### src/rtl/clk_meter_pkg.sv
// ----------------------------------------------------------------------------
// clk_meter_pkg
//   Shared definitions for the clock period meter:
//     CNT_W_DEF  default tick counter / result width (matches divider width)
//     state_e    measurement FSM states
//     sat_inc    saturating increment, used for the phase tick counter
// ----------------------------------------------------------------------------
package clk_meter_pkg;

  localparam int CNT_W_DEF = 28;

  typedef enum logic [1:0] {
    IDLE,
    HIGH,
    LOW
  } state_e;

  // Increment v by one, holding at max_v. Callers zero-extend narrower counters.
  function automatic logic [63:0] sat_inc(input logic [63:0] v, input logic [63:0] max_v);
    return (v >= max_v) ? max_v : v + 64'd1;
  endfunction

endpackage

### src/rtl/sig_edge_sync.sv
// ----------------------------------------------------------------------------
// sig_edge_sync
//   Brings an asynchronous square wave into the clk_i domain through a
//   SYNC_STAGES-deep flop chain and produces registered single-cycle rise/fall
//   pulses. Both edges see the same latency (SYNC_STAGES+1 cycles), so phase
//   lengths measured from these pulses are exact for a clk_i-synchronous source.
//
//   Ports:
//     clk_i   in   system clock
//     rst_i   in   asynchronous, active-high reset
//     sig_i   in   measured signal, asynchronous to clk_i
//     rise_o  out  1-cycle pulse on a synchronised 0->1 transition
//     fall_o  out  1-cycle pulse on a synchronised 1->0 transition
// ----------------------------------------------------------------------------
module sig_edge_sync #(
  parameter int SYNC_STAGES = 2
) (
  input  logic clk_i,
  input  logic rst_i,
  input  logic sig_i,
  output logic rise_o,
  output logic fall_o
);

  logic [SYNC_STAGES-1:0] sync_p0;
  logic                   prev_p1;
  // Marks which chain positions hold a real sample since reset. Edges are
  // suppressed until the previous-value flop is filled, so a line that is
  // already high when reset releases is not mistaken for a rising edge.
  logic [SYNC_STAGES:0]   vld_p0;

  always_ff @(posedge clk_i or posedge rst_i) begin
    if (rst_i) begin
      sync_p0 <= '0;
      vld_p0  <= '0;
      prev_p1 <= 1'b0;
      rise_o  <= 1'b0;
      fall_o  <= 1'b0;
    end else begin
      // stage p0: synchroniser chain
      sync_p0 <= {sync_p0[SYNC_STAGES-2:0], sig_i};
      vld_p0  <= {vld_p0[SYNC_STAGES-1:0], 1'b1};
      // stage p1: previous synchronised value
      prev_p1 <= sync_p0[SYNC_STAGES-1];
      // stage p2: registered edge pulses
      rise_o  <= vld_p0[SYNC_STAGES] &  sync_p0[SYNC_STAGES-1] & ~prev_p1;
      fall_o  <= vld_p0[SYNC_STAGES] & ~sync_p0[SYNC_STAGES-1] &  prev_p1;
    end
  end

endmodule

### src/rtl/clk_period_meter.sv
// ----------------------------------------------------------------------------
// clk_period_meter
//   Measures the high and low phase lengths, in clk_i ticks, of an incoming
//   square wave and reports one (high, low) pair per complete period.
//
//   Optional feature macro: CLK_METER_TIMEOUT_EN
//     defined   - a phase lasting TIMEOUT ticks without an edge raises stuck_o
//                 (held until the next valid_o) and returns the FSM to IDLE.
//     undefined - no timeout; stuck_o stays 0 and the FSM waits indefinitely.
//
//   Ports:
//     clk_i         in   system clock
//     rst_i         in   asynchronous, active-high reset
//     en_i          in   measurement enable; 0 forces IDLE, outputs hold
//     sig_i         in   measured signal, asynchronous to clk_i
//     high_ticks_o  out  last measured high-phase length
//     low_ticks_o   out  last measured low-phase length
//     valid_o       out  1-cycle pulse when a new pair is loaded
//     sat_o         out  either phase of the reported pair saturated
//     stuck_o       out  input-stuck timeout flag
// ----------------------------------------------------------------------------
module clk_period_meter
  import clk_meter_pkg::*;
#(
  parameter int CNT_W       = CNT_W_DEF,
  parameter int SYNC_STAGES = 2,
  parameter int TIMEOUT     = 2**20
) (
  input  logic             clk_i,
  input  logic             rst_i,
  input  logic             en_i,
  input  logic             sig_i,
  output logic [CNT_W-1:0] high_ticks_o,
  output logic [CNT_W-1:0] low_ticks_o,
  output logic             valid_o,
  output logic             sat_o,
  output logic             stuck_o
);

  localparam logic [CNT_W-1:0] CNT_MAX   = '1;
  localparam logic [CNT_W-1:0] CNT_ONE   = CNT_W'(1);
  localparam logic [CNT_W-1:0] TIMEOUT_C = CNT_W'(TIMEOUT);
`ifdef CLK_METER_TIMEOUT_EN
  localparam bit TIMEOUT_ON = 1'b1;
`else
  localparam bit TIMEOUT_ON = 1'b0;
`endif

  function automatic logic [CNT_W-1:0] cnt_inc(input logic [CNT_W-1:0] v);
    return CNT_W'(sat_inc(64'(v), 64'(CNT_MAX)));
  endfunction

  logic             rise, fall;
  state_e           state_q, state_n;
  logic [CNT_W-1:0] cnt_q, cnt_n;
  logic             phase_sat_q, phase_sat_n;
  logic             hi_sat_q;
  logic [CNT_W-1:0] hi_q;
  logic             hi_load, out_load, stuck_set, timeout_hit;

  sig_edge_sync #(
    .SYNC_STAGES(SYNC_STAGES)
  ) u_sync (
    .clk_i (clk_i),
    .rst_i (rst_i),
    .sig_i (sig_i),
    .rise_o(rise),
    .fall_o(fall)
  );

  // stage p3: phase FSM and tick counter
  always_comb begin
    state_n     = state_q;
    cnt_n       = cnt_q;
    phase_sat_n = phase_sat_q;
    hi_load     = 1'b0;
    out_load    = 1'b0;
    stuck_set   = 1'b0;
    timeout_hit = TIMEOUT_ON && (cnt_q == TIMEOUT_C);
    if (!en_i) begin
      state_n     = IDLE;
      cnt_n       = '0;
      phase_sat_n = 1'b0;
    end else begin
      unique case (state_q)
        IDLE: begin
          // A fall here belongs to a period whose start was not seen.
          if (rise) begin
            state_n     = HIGH;
            cnt_n       = CNT_ONE;
            phase_sat_n = 1'b0;
          end
        end
        HIGH, LOW: begin
          if ((state_q == HIGH) ? fall : rise) begin
            hi_load     = (state_q == HIGH);
            out_load    = (state_q == LOW);
            state_n     = (state_q == HIGH) ? LOW : HIGH;
            cnt_n       = CNT_ONE;
            phase_sat_n = 1'b0;
          end else if (timeout_hit) begin
            stuck_set   = 1'b1;
            state_n     = IDLE;
            cnt_n       = '0;
            phase_sat_n = 1'b0;
          end else begin
            cnt_n = cnt_inc(cnt_q);
            if (cnt_q == CNT_MAX) phase_sat_n = 1'b1;
          end
        end
        default: begin
          state_n = IDLE;
          cnt_n   = '0;
        end
      endcase
    end
  end

  always_ff @(posedge clk_i or posedge rst_i) begin
    if (rst_i) begin
      state_q     <= IDLE;
      cnt_q       <= '0;
      phase_sat_q <= 1'b0;
      hi_sat_q    <= 1'b0;
    end else begin
      state_q     <= state_n;
      cnt_q       <= cnt_n;
      phase_sat_q <= phase_sat_n;
      if (hi_load) hi_sat_q <= phase_sat_q;
    end
  end

  // hi_q is only read after a fall has loaded it in the same measurement.
  always_ff @(posedge clk_i) begin
    if (hi_load) hi_q <= cnt_q;
  end

  // stage p4: output registers, updated only on period completion
  always_ff @(posedge clk_i or posedge rst_i) begin
    if (rst_i) begin
      high_ticks_o <= '0;
      low_ticks_o  <= '0;
      valid_o      <= 1'b0;
      sat_o        <= 1'b0;
      stuck_o      <= 1'b0;
    end else begin
      valid_o <= out_load;
      if (out_load) begin
        high_ticks_o <= hi_q;
        low_ticks_o  <= cnt_q;
        sat_o        <= hi_sat_q | phase_sat_q;
        stuck_o      <= 1'b0;
      end else if (stuck_set) begin
        stuck_o <= 1'b1;
      end
    end
  end

endmodule

### config.mk
export PLATFORM = sky130hd
export DESIGN_NAME = clk_period_meter
export DESIGN_NICKNAME = d
export VERILOG_FILES = /design/src/rtl/clk_meter_pkg.sv /design/src/rtl/sig_edge_sync.sv /design/src/rtl/clk_period_meter.sv
export SDC_FILE = /design/constraint.sdc
export NUM_CORES = 1
export LEC_CHECK = 0
export BUFFER_PORTS_ARGS = -buffer_cell sky130_fd_sc_hd__buf_4
export CORE_UTILIZATION = 53
export CTS_CLUSTER_DIAMETER = 150
export DETAILED_ROUTE_END_ITERATION = 12
export MAX_ROUTING_LAYER = met4
export PLACE_DENSITY_LB_ADDON = 0.3
export REMOVE_ABC_BUFFERS = 1
export SLEW_MARGIN = 40
export SYNTH_ARGS = -nofsm -noshare
export SYNTH_HDL_FRONTEND = slang
export SYNTH_SLANG_ARGS = --single-unit
### constraint.sdc
create_clock -name clk_i -period 4.4 [get_ports clk_i]
set_input_delay 0.66 -clock clk_i [delete_from_list [all_inputs] [get_ports clk_i]]
set_output_delay 0.66 -clock clk_i [all_outputs]
set_load 0.1 [all_outputs]
==> metrics.txt <==
Max-Cap Viols=0; initial core utilization=a little under three fifths; Buf/Inv on CP=1; reg2reg end=cnt_q[19]; Die X=between 100 and 150 um; fraction of the yosys area taken by sequential cells=a little over three fifths; Crit Path Max Fanout=29; Sum Neg Setup Slack=0 ns; Finished Cell Area=6360 um^2; 1st-pass router iterations=7; largest net degree at the start of global routing=72; Post-synth ARST share=a little under 80%; RSZ-0062 raised after global routing=false; Syn-to-layout area delta=21.0%; hold_buf cts=0; clk slew on worst S/H paths=0.06 ns; Least-Margin Pin Slew=roughly 0.85 ns; vias after detailed routing=3679; endpoint class of the critical path=register; CTS root buf=clkbuf_8; reg2reg path depth=6; Core ar.=9420 um^2; Crit-path slowest cell=or4_2; vias in the first global route=3572; Tot GR Track Use=23.1%; xor and xnor area share after synthesis=0%; Synth Area per Inst=12.5 um^2; first-pass GRT wire length=17300 um; Reg-to-Reg Start=state_q[0]; largest family of logic cells by synthesized area=multiplexers; Clock Latency Late Sink=0.51 ns; Port Buffer Count=61; Yosys warnings=0; PwrDens=around 530 nW/um^2; Synth Area in Compound Gates=8.10%; Relative slew margins=42.6%; Hold WS=approximately 0.22 ns; Site Rows=35; Adder-Cell Fraction of Synth Area=1.43%; Seq cells post-synth=126; antenna violations before repair=0; VDD IR max=0.321 mV; Num CTS Buffers=17; # nets final=491; CP top delay family=simple AND/OR/NAND/NOR gates; Via density=between 5 and 6; Worst setup SP type=register; HP Class=input port to asynchronous set/reset pin; drt first-iter violations=279; Final Cycle Share=around 69%; H-tree Lvls=4; ys flop type=dfrtp_1; wire per inst=16.7 um; Layout Skew=0.00488 ns; die area=just over 10000 um^2; DRC=0; diode count=0; CTS tree=done; Post-DRT Antenna Nets=0; Netlist cell types=44; Post-synth EDFFs=28; Mapped Cells=419; fmax=330 MHz; Post-Syn Area=between 5000 and 6000 um^2; placed instance area=between 5000 and 6000 um^2; Critical Path RT=slightly below 5 ns; share of cells above drive strength 1=33.0%; simple-gate share of the synthesized area=11.6%; mux cell area share after synthesis=13.0%; final WL=10400 um; Clock Path Buffers=2; Hold Violations, Final=0; Ports=between 60 and 70; CTS resizes=0; crit path cell chain=inv_1 -> ha_1 -> and3b_1 -> or4_2 -> or4_1 -> nand4_1; grt total ovfl=0; hpwl dp=a little over 6000 um; outcome=finished, final reports clean; # setup viols final=0; Worst EP arrival=3.48 ns; Die Height=102 um; Sink Count=126; gpl congestion=approximately 0.84; Final min period=3.03 ns; Reg2Reg Setup Slack=1.37 ns; Static Leak=2.90 nW; slowest cell delay on critical path=about 1 ns; Crit Path Category=register to register; fin. max-slew vios=0; # Post-CTS Setup Buffers=0
metrics by stage:
step | total power [mW] | std cells | util (%) | worst slack, ns
detailed placement | 2.14 | 591 | 61.8 | 1.40
floorplan | 1.96 | 397 | - | -1.42
global placement | 2.12 | 591 | 61.8 | 1.44
CTS | 3.39 | 623 | 67.5 | 1.38
global route | 3.50 | 623 | 67.5 | 1.25
finish | 3.37 | 623 | 67.5 | 1.37
layout make-up:
class | instances | area, um^2
timing repair buffer | 65 | 488
multi-input combinational | 256 | 1820
inverter | 15 | 61.3
tap | 129 | 161
clock buffer | 17 | 414
fill | 659 | 3060
sequential | 126 | 3290
clock inverter | 15 | 123
power by group:
part / switching, mW / internal (mW)
clock network: 0.500 / 0.744
registers: 0.0489 / 1.27
logic: 0.615 / 0.188
total: 1.16 / 2.20
worst max path at each step:
stage / from / endpoint / slack [ns] / cells after the start
floorplan: state_q[0] / high_ticks_o[0] / -1.42 / 5
global placement: en_i / cnt_q[19] / 1.44 / 5
detailed placement: en_i / cnt_q[19] / 1.40 / 5
CTS: state_q[0] / cnt_q[19] / 1.38 / 6
global route: state_q[0] / cnt_q[19] / 1.25 / 6
finish: state_q[0] / cnt_q[19] / 1.37 / 6
routing by layer:
metal  global-route usage [%]  up-vias  share of wire (%)
li1                         -     1657                  -
met1                     28.3     1793                 42
met2                     35.1      204                 49
met3                     7.18       25                7.5
met4                     10.8        0                1.7
met5                        -        -                  0
synthesized netlist by cell type (all sizes together), types with 2 or more instances:
| master | instances | share of area (%) |
|---|---|---|
| nor2 | 16 | 1.1 |
| inv | 15 | 1.1 |
| a41oi | 3 | 0.50 |
| nand4 | 15 | 2.0 |
| a21oi | 14 | 1.3 |
| ha | 6 | 1.4 |
| o211ai | 2 | 0.29 |
| nand2 | 38 | 2.7 |
| nor3 | 8 | 0.98 |
| a31oi | 5 | 0.60 |
| and3 | 6 | 0.71 |
| o22ai | 3 | 0.36 |
| or3 | 4 | 0.48 |
| dfrtp | 98 | 47 |
| mux2i | 2 | 0.38 |
| buf | 8 | 0.93 |
| nand3 | 12 | 1.1 |
| o21ai | 33 | 3.1 |
| clkbuf | 14 | 1.0 |
| conb | 2 | 0.14 |
| or4 | 4 | 0.57 |
| o41ai | 3 | 0.64 |
| nor3b | 2 | 0.29 |
| mux2 | 59 | 13 |
| nor4 | 6 | 0.71 |
| edfxtp | 28 | 16 |
cell usage in the layout (no fill, tap or decap), types with 12 or more instances in the layout:
master,instances
a21oi_1,14
buf_4,65
clkbuf_16,16
dfrtp_1,98
edfxtp_1,28
inv_1,14
mux2_2,59
nand2_1,38
nand3_1,12
nand4_1,13
nor2_1,16
o21ai_0,33
sequential cells by signal, summed over array words and instances, names as in the netlist:
register and count:
cnt_q 28, hi_q 28, high_ticks_o 28, low_ticks_o 28
u_sync.vld_p0 3, state_q 2, u_sync.sync_p0 2, hi_sat_q 1
phase_sat_q 1, sat_o 1, u_sync.fall_o 1, u_sync.prev_p1 1
u_sync.rise_o 1, valid_o 1
logic make-up after synthesis:
logic type,count (synthesis)
DFF,126
and+or+nand+nor,117
AOI/OAI and AO/OA,70
muxes,61
buffers and inverters,37
adders and majority gates,6
other,2
Power figures use the tool's default switching activity.
